## src/rtl/mem_arb_pkg.sv

```systemverilog
// mem_arb_pkg: shared state, owner and request-slot types for the IFU/LSU memory arbiter
package mem_arb_pkg;
    localparam int MEM_ARB_ADDR_W = 32;
    localparam int MEM_ARB_DATA_W = 32;
    typedef enum logic [1:0] {IDLE, REQ, WAIT} mem_arb_state_t;
    typedef enum logic {OWN_IFU, OWN_LSU} mem_arb_owner_t;
    typedef struct packed {
        logic [MEM_ARB_ADDR_W-1:0]   addr;
        logic                        wen;
        logic [MEM_ARB_DATA_W-1:0]   wdata;
        logic [MEM_ARB_DATA_W/8-1:0] wmask;
    } mem_arb_req_t;
endpackage

```

## src/rtl/mem_arb_slot.sv

```systemverilog
// mem_arb_slot: one-entry request capture buffer with pending flag
module mem_arb_slot
    import mem_arb_pkg::*;
(
    input  logic         clock,
    input  logic         reset,
    input  logic         valid,
    input  mem_arb_req_t data,
    input  logic         clear,
    output logic         pending,
    output mem_arb_req_t held
);
    always_ff @(posedge clock) begin
        if (!reset) begin
            pending <= 1'b0;
            held    <= '0;
        end else if (valid && (!pending || clear)) begin
            pending <= 1'b1;
            held    <= data;
        end else if (clear) begin
            pending <= 1'b0;
        end
    end

    // A second pulse before the first is answered is dropped by the logic above
    assert property (@(posedge clock) disable iff (!reset) !(valid && pending && !clear))
        else $error("mem_arb_slot: request pulse while pending");
endmodule

```

## src/rtl/mem_arbiter.sv

```systemverilog
// mem_arbiter: round-robin IFU/LSU arbiter onto one single-outstanding memory port.
// Define MEM_ARB_TIMEOUT_EN to answer with an error after TIMEOUT_CYCLES silent WAIT cycles.
module mem_arbiter
    import mem_arb_pkg::*;
#(
    parameter int ADDR_W         = MEM_ARB_ADDR_W,
    parameter int DATA_W         = MEM_ARB_DATA_W,
    parameter int TIMEOUT_CYCLES = 255
) (
    input  logic                clock,
    input  logic                reset,
    input  logic                ifu_reqValid,
    input  logic [ADDR_W-1:0]   ifu_addr,
    output logic                ifu_respValid,
    output logic [DATA_W-1:0]   ifu_rdata,
    output logic                ifu_respErr,
    input  logic                lsu_reqValid,
    input  logic [ADDR_W-1:0]   lsu_addr,
    input  logic                lsu_wen,
    input  logic [DATA_W-1:0]   lsu_wdata,
    input  logic [DATA_W/8-1:0] lsu_wmask,
    output logic                lsu_respValid,
    output logic [DATA_W-1:0]   lsu_rdata,
    output logic                lsu_respErr,
    output logic                mem_reqValid,
    output logic [ADDR_W-1:0]   mem_addr,
    output logic                mem_wen,
    output logic [DATA_W-1:0]   mem_wdata,
    output logic [DATA_W/8-1:0] mem_wmask,
    input  logic                mem_respValid,
    input  logic [DATA_W-1:0]   mem_rdata
);
    mem_arb_state_t state;
    mem_arb_owner_t owner;
    mem_arb_req_t   ifu_req, lsu_req, ifu_held, lsu_held, grant_req;
    logic           ifu_pending, lsu_pending, grant_lsu, timeout, done;

    assign ifu_req = '{addr: ifu_addr, wen: 1'b0, wdata: '0, wmask: '0};
    assign lsu_req = '{addr: lsu_addr, wen: lsu_wen, wdata: lsu_wdata, wmask: lsu_wmask};

    mem_arb_slot u_ifu_slot (
        .clock   (clock),
        .reset   (reset),
        .valid   (ifu_reqValid),
        .data    (ifu_req),
        .clear   (ifu_respValid),
        .pending (ifu_pending),
        .held    (ifu_held)
    );

    mem_arb_slot u_lsu_slot (
        .clock   (clock),
        .reset   (reset),
        .valid   (lsu_reqValid),
        .data    (lsu_req),
        .clear   (lsu_respValid),
        .pending (lsu_pending),
        .held    (lsu_held)
    );

`ifdef MEM_ARB_TIMEOUT_EN
    localparam int CNT_W = $clog2(TIMEOUT_CYCLES + 1) > 8 ? $clog2(TIMEOUT_CYCLES + 1) : 8;
    logic [CNT_W-1:0] wait_cnt;
    assign timeout = state == WAIT && !mem_respValid && wait_cnt == CNT_W'(TIMEOUT_CYCLES);
    always_ff @(posedge clock)
        wait_cnt <= (!reset || state != WAIT) ? '0 : wait_cnt + 1'b1;
`else
    logic [31:0] unused_timeout;
    assign unused_timeout = TIMEOUT_CYCLES;
    assign timeout = 1'b0;
`endif

    // A real response wins over a timeout landing in the same cycle
    assign done          = state == WAIT && (mem_respValid || timeout);
    assign ifu_respValid = done && owner == OWN_IFU;
    assign lsu_respValid = done && owner == OWN_LSU;
    assign ifu_rdata     = ifu_respValid && !timeout ? mem_rdata : '0;
    assign lsu_rdata     = lsu_respValid && !timeout ? mem_rdata : '0;
    assign ifu_respErr   = ifu_respValid && timeout;
    assign lsu_respErr   = lsu_respValid && timeout;

    // owner doubles as last_grant: on a tie the requester not served last wins
    assign grant_lsu = lsu_pending && (!ifu_pending || owner == OWN_IFU);
    assign grant_req = grant_lsu ? lsu_held : ifu_held;

    always_ff @(posedge clock) begin
        if (!reset) begin
            state        <= IDLE;
            owner        <= OWN_IFU;
            mem_reqValid <= 1'b0;
            mem_addr     <= '0;
            mem_wen      <= 1'b0;
            mem_wdata    <= '0;
            mem_wmask    <= '0;
        end else begin
            mem_reqValid <= 1'b0;
            case (state)
                IDLE: if (ifu_pending || lsu_pending) begin
                    owner        <= grant_lsu ? OWN_LSU : OWN_IFU;
                    mem_reqValid <= 1'b1;
                    mem_addr     <= grant_req.addr;
                    mem_wen      <= grant_req.wen;
                    mem_wdata    <= grant_req.wdata;
                    mem_wmask    <= grant_req.wmask;
                    state        <= REQ;
                end
                REQ:     state <= WAIT;
                WAIT:    if (done) state <= IDLE;
                default: state <= IDLE;
            endcase
        end
    end
endmodule

```

## config.mk

```make
export PLATFORM = sky130hd
export DESIGN_NAME = mem_arbiter
export DESIGN_NICKNAME = d
export VERILOG_FILES = /design/src/rtl/mem_arb_pkg.sv /design/src/rtl/mem_arb_slot.sv /design/src/rtl/mem_arbiter.sv
export SDC_FILE = /design/constraint.sdc
export NUM_CORES = 1
export LEC_CHECK = 0
export CAP_MARGIN = 20
export CELL_PAD_IN_SITES_DETAIL_PLACEMENT = 0
export CELL_PAD_IN_SITES_GLOBAL_PLACEMENT = 2
export CORE_ASPECT_RATIO = 0.75
export CORE_MARGIN = 1.5
export CORE_UTILIZATION = 30
export DETAILED_ROUTE_END_ITERATION = 8
export PLACE_DENSITY = 0.91
export SLEW_MARGIN = 30
export SYNTH_ARGS = -nofsm -noshare
export SYNTH_HDL_FRONTEND = slang
export SYNTH_SLANG_ARGS = --single-unit
```

## constraint.sdc

```tcl
create_clock -name clock -period 3.56 [get_ports clock]
set_input_delay 0.712 -clock clock [delete_from_list [all_inputs] [get_ports clock]]
set_output_delay 0.712 -clock clock [all_outputs]
set_load 0.01 [all_outputs]
```

After elaboration in Yosys (flattened, before gate mapping)
Cells that the tools add are included.
- bits in registers: 176
- latch bits: 0
- memory bits (writable): 0
- bits in read-only memories: 0
- input bits: 138
- output and inout bits: 138
- logic and storage cells: 49
- memories kept: 0
- $add $sub $neg: 0
- multipliers: 0
- divide/modulo/power cells: 0
- magnitude comparators: 0
- equality and inequality tests: 4
- shift operators: 0
- multiplexer cells: 12
- bitwise gates (word level): 1
- reductions and logical operators: 18
- operators by type and width (operator ; number):
    $mux 69 ; 1
    $mux 32 ; 2
    $logic_and 1x1->1 ; 6
    $mux 1 ; 6
    $pmux 2 s3 ; 1
    $reduce_and 2->1 ; 3
    $logic_or 1x1->1 ; 4
    $mux 2 ; 2
    $ne 2x2->1 const B ; 2
    $reduce_bool 2->1 ; 2
    $eq 2x1->1 const B ; 1
    $eq 2x2->1 const B ; 1
    $logic_not 1->1 ; 2
    $logic_not 2->1 ; 1
    $not 1->1 ; 1

Longest topological paths before layout
- depth after elaboration: 6
- gate-level depth with buffers: 7
- gate-level depth less buffers: 3

Modules after synthesis
From an unflattened synthesis, not the netlist that was laid out.
- cells, all modules: 1089
- area, all modules: 9326.4 sq um
- modules (own cells, without submodules) (module ; times used ; cells each ; area an instance (sq um) ; sequential area each (sq um)):
    mem_arb_slot ; 2 ; 303 ; 2786.4 ; 1401.3
    mem_arbiter ; 1 ; 483 ; 3753.6 ; 1461.4

Worst setup path before layout
No wires, ideal clock.
- path type: in2out
- from: input port mem_respValid
- to: output port lsu_rdata[0]
- arrival: 1557 ps
- data required time: 2848 ps
- path slack: 1291 ps
- stages: 5
- buffers on the path: 3
- path through: and4b_1 -> buf_2 -> buf_2 -> buf_2 -> and2_1
- cells in the longest elaborated chain, start to end: 3
- RTL lines (item ; RTL line ; source):
    start: declaration ; mem_arbiter.sv:30 ; input logic mem_respValid,
    $logic_and 1x1->1 ; mem_arbiter.sv:74 ; assign done = state == WAIT && (mem_respValid || timeout);
    $logic_and 1x1->1 ; mem_arbiter.sv:76 ; assign lsu_respValid = done && owner == OWN_LSU;
    $mux 32 ; mem_arbiter.sv:78 ; assign lsu_rdata = lsu_respValid && !timeout ? mem_rdata : '0;
    end: declaration ; mem_arbiter.sv:23 ; output logic [DATA_W-1:0] lsu_rdata,
Every way passes these cells.

Final worst setup path
- from: input port mem_respValid
- to: output port lsu_rdata[7]
The elaborated chain is that of the path after synthesis.

==> qor.yml <==
cts:
  cts_hold_buf: 0
  clock_latency_ns: 0.45
  cts_buffers: 17
  clockRootBuffer: "clkbuf_16"
  htreeDepth: 4
  clk_path_buf_depth: 2
  cts_sinks: 176
  cts-resized-gates: 0
  post_cts_buffers: 0
  clk_pin_slew_ns: 0.07
  cts_tree: "built"
power_and_ir_drop:
  ir_drop_v: 0.000303
  total_power_mw: 5.26
  p_leak_nw: 4.52
  power_density_mw_per_mm2: 411
timing:
  fmax_ghz: 0.307
  hold-worst-slack_ns: 0.473
  period_minus_slack_ns: 3.26
  fin_ws_ns: 0.299
  maxSlewHeadroom_pct: 50.2
  skew_ns: 0.00988
  drv_slew: 0
  tightest_slew_ns: 0.747
  final-hold-violation-count: 0
  finalSetupViolations: 0
  rsz0062_at_grt: "no"
  fin_crit_sh_pct: 91.6
  finalSetupTns_ns: 0
yosys:
  async_reset_ff_share_pct: 0
  syn_area_mm2: 0.00938
  syn_avg_cell_area_um2: 8.63
  synth.most_common_cell: "dfxtp_1"
  synthFlopType: "dfxtp_1"
  ys_seq_area_share_pct: 37.6
  synth_seq_cells: 176
  synth_top_cell_area_share_pct: 37.6
  synth.distinct_cells: 34
  syn_inst: 1087
  synth_edf_count: 0
  synthTopCellsByArea: "dfxtp_1 (38%), and3b_1 (9.4%), o211ai_1 (8.1%)"
  yosys_warnings: 0
  yosysTopAreaCell: "dfxtp_1"
  synthTopCellsByCount: "dfxtp_1 (176), clkbuf_1 (104)"
layout:
  area_growth_pct: 36.7
  drive_gt1_share_pct: 7.59
  fillers: 2980
  fin_nets: 1389
worst_setup_path:
  required_ns: 2.85
  slowest_delay_ns: 0.58
  critPathCaptureType: "output pin"
  startpoint_type: "primary input"
  cp_num_buf_inv: 2
  critPathSlowestCell: "and4b_4"
  cp_max_fo: 38
  worst-path-stages: 4
  path_class: "in -> out"
  reg2regPathDepth: 4
  crit_top_cell: "clkdlybuf4s50_1"
  path_cells: "clkdlybuf4s50_1, and4b_4, and2_1, clkdlybuf4s50_1"
  arrival_ns: 2.55
  crit_family: "buffers and inverters"
grt:
  antenna_found_initial: 2
  grt_max_degree: 140
  grt_pass1_vias: 9051
  grt_usage_pct: 19.8
  grt_overflow_total: 0
  grt_pass1_wl_um: 51100
route:
  wirelength_um: 32100
  via_per_inst: 5.62
  wire_per_inst_um: 19.3
  first_pass_iters: 8
  drt_iter0_markers: 554
  vias: 9353
  drc: 12
  drtAntennaViolNets: 0
placement:
  io_buffer_count: 273
  post-place-ws_ns: 0.306
  hpwl_um: 20600
  place.gp.congestion: 0.723
outcome:
  violations: "design-rule violations"
  status: "finished, violations left"
floorplanning:
  die_h_um: 156
  rows: 55
  start_util_pct: 30.8
  coreArea_mm2: 0.0305
  boundaryPins: 276
  dieArea_mm2: 0.0323
  die_w_um: 207
worst_hold_path:
  hold_path_depth: 1
  hold_path.class: "reg -> reg"
flow_run:
  cap_violations: 0
[per-layer routing]
layer	part of all wire [%]	GRT usage [%]	routed length [um]	vias to the layer above
met5	0.041	0	13	-
met4	1.2	7.07	399	2
met3	4.2	3.60	1360	27
met2	46	31.3	14900	225
met1	48	26.9	15500	4586
li1	-	-	-	4513
[kinds of logic after synthesis]
logic type | share of synthesized area (%)
and+or+nand+nor | 29.4
other | 0.0400
DFF | 37.6
AOI/OAI and AO/OA | 25.7
buffers and inverters | 7.22
muxes | 0.107
[metrics by stage]
step	instances	cell area, um^2	utilization, %
4_1_cts	1663	12800	42.0
2_1_floorplan	1088	9380	-
3_5_place_dp	1631	12200	40.0
3_3_place_gp	1631	12200	40.0
5_1_grt	1664	12800	42.0
6_report	1664	12800	42.0
[final cells by class]
type                            count  area, um^2  share of cell area (%)
Multi-Input combinational cell    759        5210                    40.6
Sequential cell                   176        3520                    27.5
Timing Repair Buffer              294        2940                    22.9
Tap cell                          399         499                    3.90
Clock buffer                       19         443                    3.46
Clock inverter                     13         186                    1.45
Inverter                            3        11.3                  0.0879
Antenna cell                        1        2.50                  0.0195
[where the power goes]
part / leakage (nW) / internal, mW / total [mW] / switching (mW)
logic: 2.77 / 0.453 / 0.967 / 0.513
registers: 1.44 / 2.12 / 2.24 / 0.119
clock network: 0.307 / 1.20 / 2.06 / 0.860
[worst register-to-register path, stage by stage, from the launching register on]
cell and delay [ns]:
dfxtp_2 0.71, a21boi_2 0.70, and3_1 0.26, buf_4 0.43, a22o_1 0.26
[state kept, by name, summed over array words and instances, names as in the netlist]
signal and cells:
mem_addr 32, owner 1, mem_wen 1, mem_wmask 4, state 2, mem_reqValid 1, u_ifu_slot.held 32, mem_wdata 32
u_lsu_slot.held 69, u_lsu_slot.pending 1, u_ifu_slot.pending 1
[path summary, 6_finish.rpt]
path	start	end	slack [ns]
setup / recovery	mem_respValid	lsu_rdata[7]	0.30
hold / removal	mem_wdata[28]	mem_wdata[28]	0.47
setup reg to reg	u_lsu_slot.pending	mem_wdata[2]	1.15
hold reg to reg	mem_wdata[28]	mem_wdata[28]	0.47
[cells in the final DEF (no fill, tap or decap), drive strengths merged, types with 32 or more instances in the layout]
cell,Yosys,routed
and3b,101,101
nand2,64,64
dfxtp,176,176
clkdlybuf4s50,0,270
o211ai,101,101
a21oi,33,33
a22o,37,37
a31oi,101,101
and2,67,67
a311oi,32,32
nand3,101,101
nand4,101,101
No activity file was read; power rests on OpenSTA's default activity.
